### src/rtl/bus_arbiter_if.sv
// Bus arbitration interface: requesters ask for the shared datapath bus and
// name a source code; the arbiter returns a grant and drives the mux select.
//
// Handshake: req[i] is a level. Requester i raises it to ask for the bus and
// holds it for as long as it wants the bus. gnt[i] is the registered answer.
// Dropping req[i] while gnt[i] is high ends the tenure on the next edge.
// src[5i+4:5i] is sampled only on the edge that issues gnt[i].
interface bus_arbiter_if #(
  parameter int NUM_REQ = 4
);
  logic [NUM_REQ-1:0]   req;
  logic [5*NUM_REQ-1:0] src;
  logic [NUM_REQ-1:0]   gnt;
  logic [4:0]           bus_select;
  logic                 bus_busy;
  logic                 src_err;

  // Requester side.
  modport master (
    output req, src,
    input  gnt, bus_select, bus_busy, src_err
  );

  // Arbiter side.
  modport slave (
    input  req, src,
    output gnt, bus_select, bus_busy, src_err
  );
endinterface

### src/rtl/bus_arbiter.sv
// Round-robin bus arbiter with a bounded tenure. One grant at a time, an idle
// turnaround cycle between tenures, and an idle mux code whenever nobody owns
// the bus or the owner asked for a source outside the valid range.
module bus_arbiter #(
  parameter  int NUM_REQ  = 4,
  parameter  int MAX_HOLD = 8,
  parameter  int IDLE_SEL = 31,
  localparam int HW       = $clog2(MAX_HOLD + 1),
  localparam int PW       = $clog2(NUM_REQ)
) (
  input  logic          clk,
  input  logic          clr,
  bus_arbiter_if.slave  bus,
  output logic          state_dbg,     // 0 = IDLE, 1 = GRANT
  output logic [HW-1:0] hold_cnt_dbg
);

  typedef enum logic {S_IDLE = 1'b0, S_GRANT = 1'b1} state_t;

  localparam logic [4:0]    IDLE_CODE = 5'(IDLE_SEL);
  localparam logic [HW-1:0] HOLD_MAX  = HW'(MAX_HOLD);
  localparam logic [4:0]    LAST_OK   = 5'd23;

  state_t               state;
  logic [PW-1:0]        rr_ptr;
  logic [HW-1:0]        hold_cnt;
  logic [NUM_REQ-1:0]   gnt_r;
  logic [4:0]           sel_r;
  logic                 busy_r;
  logic                 err_r;

  logic                 any_req;
  logic [PW-1:0]        winner;
  logic [4:0]           winner_src;
  logic                 owner_req;
  logic                 others_req;

  // Scan from rr_ptr upward; iterating the offsets downward lets the
  // nearest pending requester overwrite any farther one.
  always_comb begin
    any_req = 1'b0;
    winner  = '0;
    for (int k = NUM_REQ - 1; k >= 0; k--) begin
      if (bus.req[(int'(rr_ptr) + k) % NUM_REQ]) begin
        any_req = 1'b1;
        winner  = PW'((int'(rr_ptr) + k) % NUM_REQ);
      end
    end
  end

  assign winner_src = bus.src[int'(winner) * 5 +: 5];
  assign owner_req  = |(bus.req & gnt_r);
  assign others_req = |(bus.req & ~gnt_r);

  // Arbitration FSM; all outputs are registered alongside the state.
  always_ff @(posedge clk) begin
    if (!clr) begin
      state    <= S_IDLE;
      rr_ptr   <= '0;
      hold_cnt <= '0;
      gnt_r    <= '0;
      sel_r    <= IDLE_CODE;
      busy_r   <= 1'b0;
      err_r    <= 1'b0;
    end else begin
      case (state)
        S_IDLE: begin
          err_r <= 1'b0;
          if (any_req) begin
            state    <= S_GRANT;
            gnt_r    <= NUM_REQ'(1) << winner;
            busy_r   <= 1'b1;
            hold_cnt <= HW'(1);
            rr_ptr   <= (winner == PW'(NUM_REQ - 1)) ? '0 : winner + PW'(1);
            // An out-of-range code still gets the bus, but the mux stays idle.
            if (winner_src > LAST_OK) begin
              sel_r <= IDLE_CODE;
              err_r <= 1'b1;
            end else begin
              sel_r <= winner_src;
            end
          end
        end
        S_GRANT: begin
          err_r <= 1'b0;
          if (!owner_req || (hold_cnt == HOLD_MAX && others_req)) begin
            state    <= S_IDLE;
            gnt_r    <= '0;
            sel_r    <= IDLE_CODE;
            busy_r   <= 1'b0;
            hold_cnt <= '0;
          end else if (hold_cnt != HOLD_MAX) begin
            hold_cnt <= hold_cnt + HW'(1);
          end
        end
        default: begin
          state <= S_IDLE;
        end
      endcase
    end
  end

  assign bus.gnt        = gnt_r;
  assign bus.bus_select = sel_r;
  assign bus.bus_busy   = busy_r;
  assign bus.src_err    = err_r;
  assign state_dbg      = state;
  assign hold_cnt_dbg   = hold_cnt;

endmodule
### src/flat_wrapper.sv
// flat-port wrapper written by rule: the top's interface ports become plain ports
module bus_arbiter_flat 
#(
  parameter  int NUM_REQ  = 4,
  parameter  int MAX_HOLD = 8,
  parameter  int IDLE_SEL = 31,
  localparam int HW       = $clog2(MAX_HOLD + 1),
  localparam int PW       = $clog2(NUM_REQ)
)
  (clk, clr, state_dbg, hold_cnt_dbg, bus_req, bus_src, bus_gnt, bus_bus_select, bus_bus_busy, bus_src_err);
  bus_arbiter_if #(.NUM_REQ(NUM_REQ)) bus_i ();
  input  logic clk;
  input  logic clr;
  output logic state_dbg;
  output logic [HW-1:0] hold_cnt_dbg;
  input wire logic [$bits(bus_i.req)-1:0] bus_req;
  input wire logic [$bits(bus_i.src)-1:0] bus_src;
  output wire logic [$bits(bus_i.gnt)-1:0] bus_gnt;
  output wire logic [$bits(bus_i.bus_select)-1:0] bus_bus_select;
  output wire logic [$bits(bus_i.bus_busy)-1:0] bus_bus_busy;
  output wire logic [$bits(bus_i.src_err)-1:0] bus_src_err;
  assign bus_i.req = bus_req;
  assign bus_i.src = bus_src;
  assign bus_gnt = bus_i.gnt;
  assign bus_bus_select = bus_i.bus_select;
  assign bus_bus_busy = bus_i.bus_busy;
  assign bus_src_err = bus_i.src_err;
  bus_arbiter #(.NUM_REQ(NUM_REQ), .MAX_HOLD(MAX_HOLD), .IDLE_SEL(IDLE_SEL)) u_core (.clk(clk), .clr(clr), .bus(bus_i), .state_dbg(state_dbg), .hold_cnt_dbg(hold_cnt_dbg));
endmodule
### config.mk
export PLATFORM = sky130hd
export DESIGN_NAME = bus_arbiter_flat
export DESIGN_NICKNAME = d
export VERILOG_FILES = /design/src/rtl/bus_arbiter_if.sv /design/src/rtl/bus_arbiter.sv /design/src/flat_wrapper.sv
export SDC_FILE = /design/constraint.sdc
export NUM_CORES = 1
export LEC_CHECK = 0
export CAP_MARGIN = 20
export CORE_MARGIN = 5
export CORE_UTILIZATION = 47
export CTS_CLUSTER_SIZE = 30
export DETAILED_ROUTE_END_ITERATION = 16
export PLACE_DENSITY = 0.85
export RECOVER_POWER = 100
export SETUP_SLACK_MARGIN = 0.3
export SLEW_MARGIN = 20
export SYNTH_ARGS = -nofsm -noshare
export SYNTH_HDL_FRONTEND = slang
export SYNTH_SLANG_ARGS = --single-unit
### constraint.sdc
create_clock -name clk -period 3.6 [get_ports clk]
set_clock_uncertainty 0.2 [all_clocks]
set_input_delay 0.54 -clock clk [delete_from_list [all_inputs] [get_ports clk]]
set_output_delay 0.54 -clock clk [all_outputs]
set_load 0.005 [all_outputs]
==> flow_summary.json, run 1 <==
{
  "clock-root-buffer": "clkbuf_4",
  "ant_nets": 0,
  "postPlaceCellArea_sq_um": 1551,
  "cts-hold-fix-buffers": 0,
  "drive_gt1_frac": 0.1078,
  "rows": 17,
  "die_x_um": 58.51,
  "drv_slew": 0,
  "start_util": 0.4952,
  "internal-power_uw": 401.7,
  "dp_hpwl_um": 2330,
  "worst_slew_pin_slew_ps": 938.2,
  "cts_made_buffers": 3,
  "drtIter0Drc": 52,
  "grt_setup_unrepaired": "false",
  "hold_class": "register to register",
  "min_path_cells": 2,
  "r2r_cells": 6,
  "cts_tree": "built",
  "fmax_mhz": 334.2,
  "synthMostInstantiatedCell": "dfxtp_1",
  "worstHoldStart": "u_core.bus.bus_select[1]",
  "finalPower_uw": 595.4,
  "vias": 1091,
  "slew_headroom": 0.3734,
  "worst_setup_path_end_kind": "register",
  "ys_seq_area_frac": 0.3258,
  "synth_ff_type": "dfxtp_1",
  "cp_data_required_time_ps": 3530,
  "design_area_sq_um": 1570,
  "antenna_found_initial": 0,
  "max_cap_viol_count": 0,
  "power_frac_comb": 0.382,
  "htreeDepth": 1,
  "gr-usage-all-layers": 0.1842,
  "synth_common_cells": "dfxtp_1 (18), o21ai_0 (11), nand2_1 (10)",
  "cts_resized": 0,
  "min_period_over_period": 0.8312,
  "crit_type": "input pin to register",
  "grt_max_degree": 12,
  "io_buffers": 41,
  "swShare": 0.3254,
  "io_pins": 42,
  "hold_viol_final": 0,
  "synthesis.area_sq_um": 1106,
  "cts_buffer_depth": 2,
  "setup_viol": 0,
  "worstPathMaxFanout": 11,
  "nets": 200,
  "grt_pass1_vias": 1129,
  "clkPwrFrac": 0.206,
  "vias_per_cell": 5.595,
  "arrival_ps": 2920,
  "p_seq_frac": 0.411,
  "cts_setup_buffers": 0,
  "clkSinkCount": 18,
  "drt_wl_total_um": 2892,
  "grt_pass1_wl_um": 4836,
  "drc": 0,
  "utilization": 0.7031,
  "core_sq_um": 2233,
  "synthCells": 122,
  "status": "finished clean",
  "power_density_nw_per_um2": 379.2,
  "p_switching_uw": 193.8,
  "avgSynthCellArea_sq_um": 9.066,
  "die_area_sq_um": 3423,
  "ys_warn_count": 0,
  "synth_cell_types": 39,
  "synth_area_leaders": "dfxtp_1 (33%), ha_1 (6.8%), mux2i_1 (5.4%)",
  "synth.net_count": 154,
  "worst_hold_slack_ps": 257.2,
  "r2r_start": "u_core.rr_ptr[0]",
  "die_h_um": 58.51,
  "place_congestion": 0.8012,
  "clkTransAtPathRegs_ps": 100,
  "leakagePower_uw": 0.0006693,
  "ys_ff_latch": 18,
  "setup_tns_ps": 0,
  "crit_path_start": "bus_req[3]",
  "synthArstFlopShare": 0,
  "first_pass_iters": 4,
  "area_delta_synth_final_pct": 41.97,
  "ir_drop_uv": 305.6,
  "synth-edff-count": 0,
  "grt.overflow.total": 0,
  "period_minus_slack_ps": 2992,
  "diodes": 0,
  "yosysTopAreaCellShare": 0.3258,
  "wl_per_cell_um": 14.83,
  "clk_latency_ps": 290,
  "yosys.area.top_type": "dfxtp_1",
  "crit_path_start_kind": "input pin"
}
-- stage by stage --
stage	setup WS [ps]	std cells
floorplan	1424	122
global route	434.6	195
finish	607.8	195
CTS	932.1	195
detailed placement	604.8	191
global placement	658.7	191
-- layout make-up --
class                           instances  area [sq um]
Multi-Input combinational cell         94         688.2
Fill cell                             196         663.1
Tap cell                               28         35.03
Clock buffer                            4         36.28
Sequential cell                        18         360.3
Inverter                               10         40.04
Timing Repair Buffer                   41         410.4
-- power by group through the flow --
stage               combinational (uW)  sequential (uW)  clock (uW)
floorplan                          139              248           0
global placement                   234              250           0
detailed placement                 242              250           0
CTS                                244              247         126
global route                       249              249         136
finish                             228              245         123
-- layer usage --
layer | track usage | vias up | wire length (um)
li1 | - | 536 | -
met1 | 0.2024 | 509 | 1249
met2 | 0.3158 | 38 | 1389
met3 | 0.05482 | 8 | 174
met4 | 0.09934 | 0 | 79
met5 | 0 | - | 0
-- worst max-delay path: stages --
cell	delay, ps
dlygate4sd3_1	730
inv_2	50
a21o_1	170
a211oi_2	800
nand3_1	230
o2111ai_1	250
a32oi_1	170
-- cells by family (layout without fill, tap and decap cells) --
group / count (synthesis) / in the layout / synth area share
xor gates and xnor gates: 1 / 1 / 0.007920
AOI/OAI and AO/OA: 38 / 38 / 0.2738
buffers and inverters: 10 / 55 / 0.03620
and+or+nand+nor: 39 / 39 / 0.1901
muxes: 10 / 10 / 0.09841
DFF: 18 / 18 / 0.3258
adders and majority gates: 6 / 6 / 0.06787
-- path summary, 6_finish.rpt --
| kind | endpoint | slack (ps) |
|---|---|---|
| hold / removal | u_core.bus.bus_select[1] | 260 |
| setup / recovery | u_core.bus.bus_select[0] | 610 |
| hold reg to reg | u_core.bus.bus_select[1] | 260 |
| setup reg to reg | u_core.bus.bus_select[0] | 1130 |
-- sequential cells by signal (all words and copies together) (netlist names) --
signal                 count
u_core.bus.bus_select      5
u_core.bus.gnt             4
u_core.hold_cnt_dbg        4
u_core.rr_ptr              2
u_core.bus.bus_busy        1
u_core.bus.src_err         1
u_core.state_dbg           1
-- cells in the final DEF, fill, tap and decap left out, drive strengths merged, types with 3 or more instances in the layout --
cell type,synthesis,final
dfxtp,18,18
clkbuf,0,4
nor2,8,8
dlygate4sd3,0,17
inv,9,9
a22o,4,4
clkdlybuf4s50,0,24
a32oi,3,3
o21ai,11,11
ha,6,6
nand2b,5,5
a21oi,5,5
a211oi,3,3
mux2i,6,6
nand2,11,11
mux2,4,4
a22oi,4,4
nand3,6,6
Power figures use the tool's default switching activity.
==> run 2: changes to the inputs <==
Settings changed: CORE_UTILIZATION 47 to 43, PLACE_DENSITY 0.85 to 0.78.
Clock period 3.6 ns to 3 ns, I/O delays scaled along.
==> run 2 against run 1 <==
Die area rose by 7.7%. Clock-buffer cell count is the same. Flip-flop and latch count did not move. Non-clock buffer count up 3. Setup slack worse by 290 ps.
==> flow_summary.json, run 2 (synthesis gave the netlist of run 1 again) <==
{
  "status": "finished clean",
  "io_buffers": 41,
  "worst_slew_pin_slew_ps": 1052,
  "start_util": 0.4465,
  "setup_tns_ps": 0,
  "cts_buffer_depth": 2,
  "final_common_cell": "clkdlybuf4s50_1",
  "leakagePower_uw": 0.0006810,
  "fin_ws_ps": 315.0,
  "slew_headroom": 0.2936,
  "area_delta_synth_final_pct": 45.14,
  "final_cells": 200,
  "die_h_um": 60.72,
  "vias_per_cell": 5.415,
  "cts_setup_buffers": 0,
  "wl_per_cell_um": 15.33,
  "period_minus_slack_ps": 2685,
  "clock-root-buffer": "clkbuf_4",
  "drive_gt1_frac": 0.1176,
  "fmax_mhz": 372.4,
  "dp.cells": 196,
  "die_area_sq_um": 3686,
  "hold_viol_final": 0,
  "hold_class": "register to register",
  "clkSinkCount": 18,
  "diodes": 0,
  "grt_pass1_wl_um": 4885,
  "crit_type": "input pin to register",
  "drv_slew": 0,
  "arrival_ps": 2600,
  "htreeDepth": 1,
  "worstPathMaxFanout": 10,
  "worst_setup_path_end_kind": "register",
  "crit_path_start_kind": "input pin",
  "place_congestion": 0.8691,
  "antenna_found_initial": 0,
  "drtIter0Drc": 41,
  "grt_setup_unrepaired": "false",
  "final_cell_mix": "clkdlybuf4s50_1 (24), dfxtp_1 (18), dlygate4sd3_1 (17), o21ai_0 (11), nand2_1 (10)",
  "grt.overflow.total": 0,
  "ir_drop_uv": 470.1,
  "place_ws_ps": 175.0,
  "core_sq_um": 2477,
  "fill_cells": 221,
  "setup_viol": 0,
  "clkTransAtPathRegs_ps": 90,
  "clk_latency_ps": 300,
  "gr-usage-all-layers": 0.1744,
  "grt_pass1_vias": 1072,
  "drt_wl_total_um": 3066,
  "nets": 203,
  "grt_max_degree": 11,
  "drc": 0,
  "cts_tree": "built",
  "finalPower_uw": 725.2,
  "worst_hold_slack_ps": 254.3,
  "first_pass_iters": 4,
  "min_period_over_period": 0.8950,
  "cp_data_required_time_ps": 2910,
  "die_x_um": 60.72,
  "rows": 18,
  "largest_reg_flops": 5,
  "cts_made_buffers": 3,
  "ant_nets": 0,
  "cts-hold-fix-buffers": 0,
  "cts_resized": 0,
  "power_density_nw_per_um2": 451.8,
  "max_cap_viol_count": 0,
  "vias": 1083,
  "dp_hpwl_um": 2486,
  "io_pins": 42
}
-- run 2: cell count changes in the layout (fill, tap and decap cells not counted) --
cell	delta
a211oi_2	-1
clkbuf_1	+1
o2111ai_1	-1
o2111ai_2	+1
inv_2	-1
a211oi_4	+1
buf_4	+2
clkinv_1	+1
-- run 2: cell type report --
cell class                 count  area [sq um]  share of cell area
sequential                    18         360.3              0.2245
multi-input combinational     94         701.9              0.4373
timing repair buffer          44         429.2              0.2673
clock buffer                   4         36.28             0.02260
inverter                      10         40.04             0.02494
tap                           30         37.54             0.02338
-- run 2: layer usage --
layer / GRT usage / part of all wire
met1: 0.2361 / 0.46
met2: 0.2840 / 0.47
met3: 0.02766 / 0.057
met4: 0.05573 / 0.0088
met5: 0 / 0
-- run 2: per-stage QoR --
| step | util | area, sq um |
|---|---|---|
| 5_1_grt | 0.6480 | 1605 |
| 2_1_floorplan | - | 1106 |
| 4_1_cts | 0.6510 | 1613 |
| 3_3_place_gp | 0.6364 | 1577 |
| 6_report | 0.6480 | 1605 |
| 3_5_place_dp | 0.6364 | 1577 |
-- run 2: final timing paths --
check        cells after the start                     start  slack (ps)                       end
max                              7                bus_req[3]         320  u_core.bus.bus_select[1]
max reg2reg                      6          u_core.rr_ptr[1]         760  u_core.bus.bus_select[1]
min reg2reg                      2  u_core.bus.bus_select[2]         250  u_core.bus.bus_select[2]
min                              2  u_core.bus.bus_select[2]         250  u_core.bus.bus_select[2]
-- run 2: report_power, final --
group          switching, uW  leakage [uW]  internal (uW)  total (uW)
registers               26.0      0.000148            268         294
clock network           72.4     0.0000210           74.0         146
logic                    137      0.000512            148         285
total                    235      0.000681            490         725
-- run 2: worst max-delay path, stage by stage --
cell	delay, ps
dlygate4sd3_1	740
clkinv_1	120
a21o_1	200
a211oi_4	540
nand3_1	230
o2111ai_2	190
a32oi_1	140
==> run 3: changes to the inputs <==
Settings changed: PLACE_DENSITY 0.78 to default, PLACE_DENSITY_LB_ADDON from default to 0.1.
==> run 3 against run 2 <==
Sequential power about the same. First-iteration DRC count rose by 34%. Critical path type unchanged. Core utilization rose by 0.45 points. Wire length shrank 6.8%. Critical endpoint unchanged. Global-route usage is 0.52 points lower. Clock power up 4%. Power up 0.28%. Worst hold slack worse by 4.6 ps. Sequential share of layout area fell by 0.16 points.
==> flow_summary.json, run 3 (synthesis gave the netlist of run 1 again) <==
{
  "cts_buffer_depth": 2,
  "postPlaceCellArea_sq_um": 1592,
  "nets": 205,
  "clock-root-buffer": "clkbuf_4",
  "antenna_found_initial": 0,
  "drv_slew": 0,
  "power_density_nw_per_um2": 449.9,
  "place_congestion": 0.8055,
  "drt_wl_total_um": 2857,
  "grt_pass1_wl_um": 4781,
  "largest_reg_flops": 5,
  "gr-usage-all-layers": 0.1693,
  "vias": 1104,
  "dp_hpwl_um": 2302,
  "leakagePower_uw": 0.0006876,
  "period_minus_slack_ps": 2605,
  "arrival_ps": 2540,
  "slowest_delay_ps": 720,
  "hold_viol_final": 0,
  "start_util": 0.4465,
  "rows": 18,
  "design_area_sq_um": 1617,
  "crit_path_start_kind": "input pin",
  "slowest_stage": "dlygate4sd3_1",
  "regToRegEndpoint": "u_core.bus.bus_select[1]",
  "io_buffers": 41,
  "r2r_cells": 6,
  "cts_resized": 0,
  "crit_type": "input pin to register",
  "drtIter0Drc": 55,
  "area_delta_synth_final_pct": 46.15,
  "setup_tns_ps": 0,
  "ir_drop_uv": 315.6,
  "worst_hold_slack_ps": 249.6,
  "worstPathMaxFanout": 10,
  "clk_latency_ps": 300,
  "wl_per_cell_um": 14.14,
  "drc": 0,
  "min_period_over_period": 0.8682,
  "grt.overflow.total": 0,
  "die_x_um": 60.72,
  "cts_made_buffers": 3,
  "fill_cells": 226,
  "die_area_sq_um": 3686,
  "cp_data_required_time_ps": 2940,
  "cts-hold-fix-buffers": 0,
  "max_cap_viol_count": 0,
  "diodes": 0,
  "crit_end": "u_core.bus.bus_select[1]",
  "clkSinkCount": 18,
  "slew_headroom": 0.3782,
  "worst_setup_path_end_kind": "register",
  "grt_setup_unrepaired": "false",
  "fmax_mhz": 383.9,
  "vias_per_cell": 5.465,
  "worst_slew_pin_slew_ps": 925.6,
  "final_common_cell": "clkdlybuf4s50_1",
  "r2r_start": "u_core.rr_ptr[1]",
  "die_h_um": 60.72,
  "io_pins": 42,
  "status": "finished clean",
  "finalPower_uw": 727.3,
  "setup_viol": 0,
  "crit_chain": "dlygate4sd3_1, clkinv_1, a21o_1, a211oi_4, nand3_1, o2111ai_2, a32oi_1",
  "final_cell_mix": "clkdlybuf4s50_1 (24), dfxtp_1 (18), dlygate4sd3_1 (17), o21ai_0 (11), nand2_1 (10)",
  "drive_gt1_frac": 0.1221,
  "cts_setup_buffers": 0,
  "first_pass_iters": 4,
  "worst-r2r-setup-slack_ps": 810,
  "cts_tree": "built",
  "htreeDepth": 1,
  "clkTransAtPathRegs_ps": 100,
  "grt_max_degree": 11,
  "crit_path_start": "bus_req[3]",
  "hold_class": "register to register",
  "core_sq_um": 2477,
  "ant_nets": 0,
  "grt_pass1_vias": 1081
}
[run 3: cell count changes in the layout (fill, tap and decap cells not counted), sizes merged]
| cell | previous run | this run |
|---|---|---|
| buf | 2 | 3 |
| clkbuf | 5 | 6 |
[run 3: stage by stage]
stage          instances  setup WS, ps  utilization
6_report             202         395.4       0.6525
5_1_grt              202         231.4       0.6525
4_1_cts              202         519.9       0.6571
3_5_place_dp         198         191.4       0.6424
3_3_place_gp         198         270.2       0.6424
2_1_floorplan        122         914.2            -
[run 3: worst min path at each step]
stage	endpoint	from	cells after the start
global route	u_core.bus.bus_select[1]	u_core.bus.bus_select[1]	2
global placement	u_core.bus.bus_select[2]	u_core.bus.bus_select[2]	2
CTS	u_core.bus.bus_busy	u_core.bus.bus_busy	2
floorplan	u_core.bus.bus_busy	u_core.bus.bus_busy	2
detailed placement	u_core.bus.bus_busy	u_core.bus.bus_busy	2
finish	u_core.bus.bus_busy	u_core.bus.bus_busy	2
[run 3: cell type report]
| type | instances | area [sq um] | area share |
|---|---|---|---|
| Inverter | 10 | 40.04 | 0.02477 |
| Sequential cell | 18 | 360.3 | 0.2229 |
| Timing Repair Buffer | 46 | 440.4 | 0.2724 |
| Clock buffer | 4 | 36.28 | 0.02245 |
| Multi-Input combinational cell | 94 | 701.9 | 0.4342 |
| Tap cell | 30 | 37.54 | 0.02322 |
[run 3: worst max-delay path, delay by kind of cell]
kind	cells	cell delay (ps)
AND/OR/NAND/NOR	1	220
AO/OA/AOI/OAI	4	1040
buffers and inverters	2	830
[run 3: per-layer routing]
metal / routed length, um / track usage / part of all wire
met3: 202 / 0.06383 / 0.071
met5: 0 / 0 / 0
met2: 1302 / 0.2687 / 0.46
met1: 1310 / 0.2222 / 0.46
met4: 42 / 0.03096 / 0.015
[run 3: power by group]
group	internal, uW	switching [uW]	leakage, uW	total (uW)
Sequential	268	26.6	0.000148	294
Combinational	150	132	0.000519	281
Clock	74.1	77.6	0.0000210	152
Total	491	236	0.000688	727
